## src/rtl/worley_pkg.sv

```systemverilog
// Shared definitions for the Worley noise engine.
//   - mode_e       : shade selection (F1, F2, F2-F1 edge, cell id)
//   - dist_w()     : width of a squared distance for a given coordinate width
//   - init_x/y()   : reset position of feature point i
//   - init_vx/vy() : reset velocity of feature point i
package worley_pkg;

  typedef enum logic [1:0] {
    MODE_F1   = 2'd0,
    MODE_F2   = 2'd1,
    MODE_EDGE = 2'd2,
    MODE_CELL = 2'd3
  } mode_e;

  localparam int COORD_W_DEFAULT = 10;
  localparam int DIST_W          = 2 * COORD_W_DEFAULT + 1;

  // dx^2 + dy^2 needs one bit more than a single square.
  function automatic int dist_w(input int coord_w);
    return 2 * coord_w + 1;
  endfunction

  function automatic int init_x(input int i, input int h_res);
    return (97 + 163 * i) % h_res;
  endfunction

  function automatic int init_y(input int i, input int v_res);
    return (53 + 127 * i) % v_res;
  endfunction

  function automatic int init_vx(input int i);
    return ((i % 2 == 0) ? 1 : -1) * (1 + i % 3);
  endfunction

  function automatic int init_vy(input int i);
    return ((i % 2 == 1) ? 1 : -1) * (1 + (i + 1) % 3);
  endfunction

endpackage

```

## src/rtl/worley_point_mover.sv

```systemverilog
// One feature point: position and velocity registers with edge bounce.
// Ports:
//   clk, rst_n   : clock, synchronous active-low reset (loads init position)
//   step         : advance one frame of motion this cycle
//   pos_x, pos_y : current position
module worley_point_mover
  import worley_pkg::*;
#(
  parameter int IDX     = 0,
  parameter int COORD_W = 10,
  parameter int H_RES   = 640,
  parameter int V_RES   = 480
) (
  input  logic               clk,
  input  logic               rst_n,
  input  logic               step,
  output logic [COORD_W-1:0] pos_x,
  output logic [COORD_W-1:0] pos_y
);

  localparam int VEL_W = 4;
  // Two extra bits: one for sign, one so p + v never wraps.
  localparam int SUM_W = COORD_W + 2;

  localparam logic [COORD_W-1:0]      INIT_X  = COORD_W'(init_x(IDX, H_RES));
  localparam logic [COORD_W-1:0]      INIT_Y  = COORD_W'(init_y(IDX, V_RES));
  localparam logic signed [VEL_W-1:0] INIT_VX = VEL_W'(init_vx(IDX));
  localparam logic signed [VEL_W-1:0] INIT_VY = VEL_W'(init_vy(IDX));
  localparam logic signed [SUM_W-1:0] MAX_X   = SUM_W'(H_RES - 1);
  localparam logic signed [SUM_W-1:0] MAX_Y   = SUM_W'(V_RES - 1);

  logic signed [VEL_W-1:0] vel_x;
  logic signed [VEL_W-1:0] vel_y;
  logic signed [SUM_W-1:0] next_x;
  logic signed [SUM_W-1:0] next_y;
  logic                    bounce_x;
  logic                    bounce_y;

  always_comb begin
    next_x   = $signed({2'b00, pos_x} + {{(SUM_W-VEL_W){vel_x[VEL_W-1]}}, vel_x});
    next_y   = $signed({2'b00, pos_y} + {{(SUM_W-VEL_W){vel_y[VEL_W-1]}}, vel_y});
    bounce_x = next_x[SUM_W-1] || (next_x > MAX_X);
    bounce_y = next_y[SUM_W-1] || (next_y > MAX_Y);
  end

  // On a bounce the velocity flips and the position holds for this frame.
  always_ff @(posedge clk) begin
    if (!rst_n) begin
      pos_x <= INIT_X;
      pos_y <= INIT_Y;
      vel_x <= INIT_VX;
      vel_y <= INIT_VY;
    end else if (step) begin
      if (bounce_x) vel_x <= -vel_x;
      else          pos_x <= next_x[COORD_W-1:0];
      if (bounce_y) vel_y <= -vel_y;
      else          pos_y <= next_y[COORD_W-1:0];
    end
  end

endmodule

```

## src/rtl/worley_noise_engine.sv

```systemverilog
// Pipelined Worley (cellular) noise for the VGA pixel path, latency 4.
// Ports:
//   clk, rst_n  : pixel clock, synchronous active-low reset
//   frame_tick  : one pulse per frame, steps point motion (unless freeze)
//   freeze      : hold all points
//   pix_valid   : display_on for x, y
//   x, y        : pixel coordinate
//   mode        : 0=F1, 1=F2, 2=F2-F1, 3=cell id
//   noise       : 8-bit shade (0 when noise_valid=0)
//   noise_valid : pix_valid delayed by 4 cycles
module worley_noise_engine
  import worley_pkg::*;
#(
  parameter int NUM_POINTS = 4,
  parameter int COORD_W    = 10,
  parameter int H_RES      = 640,
  parameter int V_RES      = 480,
  parameter int DIST_SHIFT = 8
) (
  input  logic               clk,
  input  logic               rst_n,
  input  logic               frame_tick,
  input  logic               freeze,
  input  logic               pix_valid,
  input  logic [COORD_W-1:0] x,
  input  logic [COORD_W-1:0] y,
  input  logic [1:0]         mode,
  output logic [7:0]         noise,
  output logic               noise_valid
);

  localparam int DW        = dist_w(COORD_W);
  localparam int IDX_W     = $clog2(NUM_POINTS);
  localparam int CELL_STEP = 256 / NUM_POINTS;

  logic step;
  assign step = frame_tick & ~freeze;

  logic [COORD_W-1:0] pt_x [NUM_POINTS];
  logic [COORD_W-1:0] pt_y [NUM_POINTS];

  genvar gi;
  generate
    for (gi = 0; gi < NUM_POINTS; gi++) begin : g_mover
      worley_point_mover #(
        .IDX     (gi),
        .COORD_W (COORD_W),
        .H_RES   (H_RES),
        .V_RES   (V_RES)
      ) u_mover (
        .clk   (clk),
        .rst_n (rst_n),
        .step  (step),
        .pos_x (pt_x[gi]),
        .pos_y (pt_y[gi])
      );
    end
  endgenerate

  // Pipeline registers. Only the valid bits and the output are reset;
  // data registers are qualified by their valid bit.
  logic               s1_valid, s2_valid, s3_valid;
  mode_e              s1_mode, s2_mode, s3_mode;
  logic [COORD_W-1:0] s1_x, s1_y;
  logic [COORD_W-1:0] s1_px [NUM_POINTS];
  logic [COORD_W-1:0] s1_py [NUM_POINTS];
  logic [COORD_W-1:0] s2_dx [NUM_POINTS];
  logic [COORD_W-1:0] s2_dy [NUM_POINTS];
  logic [DW-1:0]      s3_dist [NUM_POINTS];

  // The S1 snapshot is taken on the same edge that applies motion, so a
  // pixel captured during a tick cycle sees the old positions.
  always_ff @(posedge clk) begin
    s1_x    <= x;
    s1_y    <= y;
    s1_mode <= mode_e'(mode);
    s2_mode <= s1_mode;
    s3_mode <= s2_mode;
    for (int i = 0; i < NUM_POINTS; i++) begin
      s1_px[i]   <= pt_x[i];
      s1_py[i]   <= pt_y[i];
      s2_dx[i]   <= (s1_x >= s1_px[i]) ? s1_x - s1_px[i] : s1_px[i] - s1_x;
      s2_dy[i]   <= (s1_y >= s1_py[i]) ? s1_y - s1_py[i] : s1_py[i] - s1_y;
      s3_dist[i] <= DW'(s2_dx[i]) * DW'(s2_dx[i]) + DW'(s2_dy[i]) * DW'(s2_dy[i]);
    end
  end

  // S4: linear F1/F2 reduction in index order. Strict '<' keeps the lower
  // index as F1 on a tie, and the tied value then lands in F2.
  logic [DW-1:0]    f1, f2, metric, shifted;
  logic [IDX_W-1:0] idx1;
  logic [7:0]       sat, shade;

  always_comb begin
    f1   = s3_dist[0];
    f2   = '1;
    idx1 = '0;
    for (int i = 1; i < NUM_POINTS; i++) begin
      if (s3_dist[i] < f1) begin
        f2   = f1;
        f1   = s3_dist[i];
        idx1 = IDX_W'(i);
      end else if (s3_dist[i] < f2) begin
        f2 = s3_dist[i];
      end
    end

    case (s3_mode)
      MODE_F1: metric = f1;
      MODE_F2: metric = f2;
      default: metric = f2 - f1;
    endcase
    shifted = metric >> DIST_SHIFT;
    sat     = (shifted > DW'(255)) ? 8'hFF : shifted[7:0];

    case (s3_mode)
      MODE_F1, MODE_F2: shade = 8'hFF - sat;
      MODE_EDGE:        shade = sat;
      // Truncation to 8 bits is the intended [7:0] of idx1 * step.
      default:          shade = 8'(idx1) * 8'(CELL_STEP);
    endcase
  end

  always_ff @(posedge clk) begin
    if (!rst_n) begin
      s1_valid    <= 1'b0;
      s2_valid    <= 1'b0;
      s3_valid    <= 1'b0;
      noise_valid <= 1'b0;
      noise       <= 8'h00;
    end else begin
      s1_valid    <= pix_valid;
      s2_valid    <= s1_valid;
      s3_valid    <= s2_valid;
      noise_valid <= s3_valid;
      noise       <= s3_valid ? shade : 8'h00;
    end
  end

endmodule

```

## config.mk

```make
export PLATFORM = sky130hd
export DESIGN_NAME = worley_noise_engine
export DESIGN_NICKNAME = d
export VERILOG_FILES = /design/src/rtl/worley_pkg.sv /design/src/rtl/worley_point_mover.sv /design/src/rtl/worley_noise_engine.sv
export SDC_FILE = /design/constraint.sdc
export NUM_CORES = 2
export LEC_CHECK = 0
export CAP_MARGIN = 30
export CELL_PAD_IN_SITES_DETAIL_PLACEMENT = 0
export CELL_PAD_IN_SITES_GLOBAL_PLACEMENT = 2
export CORE_AREA = 2 2 333 335
export CTS_CLUSTER_DIAMETER = 60
export DETAILED_ROUTE_END_ITERATION = 8
export DIE_AREA = 0 0 335 337
export PLACE_DENSITY = 0.84
export SYNTH_ARGS = -nofsm -noshare
export SYNTH_HDL_FRONTEND = slang
export SYNTH_SLANG_ARGS = --single-unit
```

## constraint.sdc

```tcl
create_clock -name clk -period 11.6 [get_ports clk]
set_input_delay 2.32 -clock clk [delete_from_list [all_inputs] [get_ports clk]]
set_output_delay 2.32 -clock clk [all_outputs]
set_load 0.1 [all_outputs]
```

==> metrics.csv <==
metric;value;unit
cp_slowest_cell;o211ai_4;
core_area;110000;um2
maxCapViolCount;0;
ys_async_sr_fraction;0;%
synth_top_cell_area_share;23.7;%
ios;36;
synth_cell_types;87;
reg2reg_to;noise[0]$_SDFF_PN0_;
h-tree-depth;2;
path_class;reg2reg;
clk_latency;0.68;ns
core.rowCount;122;
die_w;335;um
skew;0.0370;ns
grt-ovfl-total;0;
dp_hpwl;94.8;mm
slew_headroom;35.3;%
hold_viol;0;
drive_above_1_share;3.91;%
syn_area_per_cell;9.06;um2
crit_buf_inv;2;
syn_inst;5024;
whs;0.323;ns
yosysMostFrequentCell;inv_1;
vias_per_cell;5.01;
hold_depth;0;
antenna_left;0;
globalRouteTotalUtil;20.4;%
synth-seq-area-share;16.6;%
clockBufferDepth;3;
tns;0;ns
chipHeight;337;um
stdcell_area;49500;um2
placed_cell_area;47400;um2
rsz0062_at_grt;false;
root_buffer;clkbuf_16;
yosys.area.top_type;fa_1;
cp_common_cell;a21oi_1;
netlist_top_cells_area;fa_1 24%, ha_1 19%, dfxtp_1 17%, inv_1 7.5%, xnor2_1 3.8%;
cts_sinks;377;
post_cts_buffers;0;
path_clk_slew;0.06;ns
cp.arrival;11.21;ns
synth_seq_cells;377;
r2r_slack;0.92;ns
fmax;0.0936;GHz
min_from;s2_mode[1]$_DFF_P_;
cts_tree;done;
fillers;10600;
io_buffers;35;
grt_pass1_vias;33600;
yosys-top-cells-count;909 x inv_1, 686 x ha_1, 539 x fa_1;
min_path_type;reg2reg;
antenna_found_initial;4;
timing.rr.start;s3_dist[0][20]$_DFF_P_;
start_kind;flop;
r2r_cells;46;
netlist_area;45500;um2
drc;0;
fin_nets;6265;
initial_core_util;41.6;%
status;finished, final reports clean;
maxSlewViolCount;0;
vias;32500;
crit_path_end_kind;flop;
hold_buffers;0;
ys.flop_type;dfxtp_1;
first_iter_violations;1335;
cp.required;12.13;ns
drt-total-wl;112;mm
worst_slew_pin_slew;0.967;ns
area_delta_synth_final;8.74;%
wl_per_cell;17.2;um
setup_viol;0;
grt_pass1_wl;183;mm
worst_path_largest_cell_delay;0.60;ns
hold_end;s3_mode[1]$_DFF_P_;
cts_made_buffers;58;
ys_warn_count;0;
die_area;113000;um2
firstDrtPassIters;5;
routabilityCongestion;0.865;
crit_fanout;27;
grt_max_degree;50;
post-route-period-util;92.1;%
cp_top_family;compound AO/OA/AOI/OAI gates;
synth_edf_count;0;
period_minus_slack;10.68;ns
==> cell type report <==
class,instances,area (um2),area share [%]
sequential,377,7550,15.2
inverter,911,3420,6.91
tap,1426,1780,3.60
clock buffer,66,1530,3.09
clock inverter,43,578,1.17
antenna,1,2.50,0.00505
timing repair buffer,64,571,1.15
multi-input combinational,3601,34100,68.8
==> per-stage QoR <==
stage	util, %	instances	worst slack (ns)
floorplan	-	5026	1.21
global placement	43.2	6374	0.876
detailed placement	43.2	6377	0.734
CTS	45.2	6486	0.676
global route	45.2	6488	0.0349
finish	45.2	6489	0.920
==> sequential cells by signal (all words and copies together), names as in the netlist, 2 cells and up <==
| register | count |
|---|---|
| s2_dy | 40 |
| g_mover.u_mover.vel_x | 11 |
| g_mover.u_mover.pos_y | 38 |
| s1_y | 10 |
| s1_py | 38 |
| s2_dx | 40 |
| s3_dist | 84 |
| s3_mode | 2 |
| g_mover.u_mover.pos_x | 39 |
| s1_px | 39 |
| g_mover.u_mover.vel_y | 10 |
| s1_mode | 2 |
| noise | 8 |
| s2_mode | 2 |
| s1_x | 10 |
==> layer usage <==
metal  global-route usage, %  part of all wire, %
met4                    4.72                  2.1
met5                       0                    0
met2                    35.4                   48
met3                    2.04                  2.9
met1                    27.4                   47
==> cell usage in the layout, fill, tap and decap left out, types with 36 or more instances in the layout <==
master       n
xnor2_1    198
nand3_1     45
and2_1     212
nand2_1    364
a21o_1      94
o21ai_0    177
clkbuf_16   58
dfxtp_1    377
nor2_1     243
ha_1       686
nor2b_1     72
nor3_1      36
o21bai_1    58
fa_1       539
mux2i_1    116
a21oi_1    280
xor2_1      78
inv_1      909
==> worst reg2reg max path: cells and delay by family (launching register included) <==
family,cells,cell delay [ns]
multiplexers,1,0.30
adder cells (fa/ha/maj),4,1.17
flip-flops,1,0.33
AO/OA/AOI/OAI,19,4.46
XOR/XNOR,1,0.14
buffers and inverters,2,0.36
AND/OR/NAND/NOR,19,3.80
==> logic make-up after synthesis <==
kind of cell,count (synthesis),share of synthesized area [%]
AND/OR/NAND/NOR,1116,11.9
adder cells (fa/ha/maj),1225,42.5
other,1,0.00823
multiplexers,143,3.22
AO/OA/AOI/OAI,836,11.7
flip-flops,377,16.6
buffers and inverters,1050,8.68
XOR/XNOR,276,5.31
==> worst max path at each step <==
stage | start | to | slack (ns) | cells after the start
2_1_floorplan | s3_dist[0][20]$_DFF_P_ | noise[0]$_SDFF_PN0_ | 1.21 | 50
3_5_place_dp | s3_dist[0][20]$_DFF_P_ | noise[5]$_SDFF_PN0_ | 0.73 | 38
4_1_cts | s3_dist[0][20]$_DFF_P_ | noise[1]$_SDFF_PN0_ | 0.68 | 38
3_3_place_gp | s3_dist[0][20]$_DFF_P_ | noise[0]$_SDFF_PN0_ | 0.88 | 46
6_report | s3_dist[0][20]$_DFF_P_ | noise[0]$_SDFF_PN0_ | 0.92 | 46
5_1_grt | s3_dist[0][20]$_DFF_P_ | noise[1]$_SDFF_PN0_ | 0.03 | 46
==> repair_timing <==
action | 4_1_cts | 5_1_grt
hold endpoints to repair | 0 | 0
resized for setup | 0 | 1
setup endpoints to repair | 0 | 7
Power is left out: the tool's default activity adds up to more than one toggle a clock period on the data nets, which glitch-free logic cannot reach.
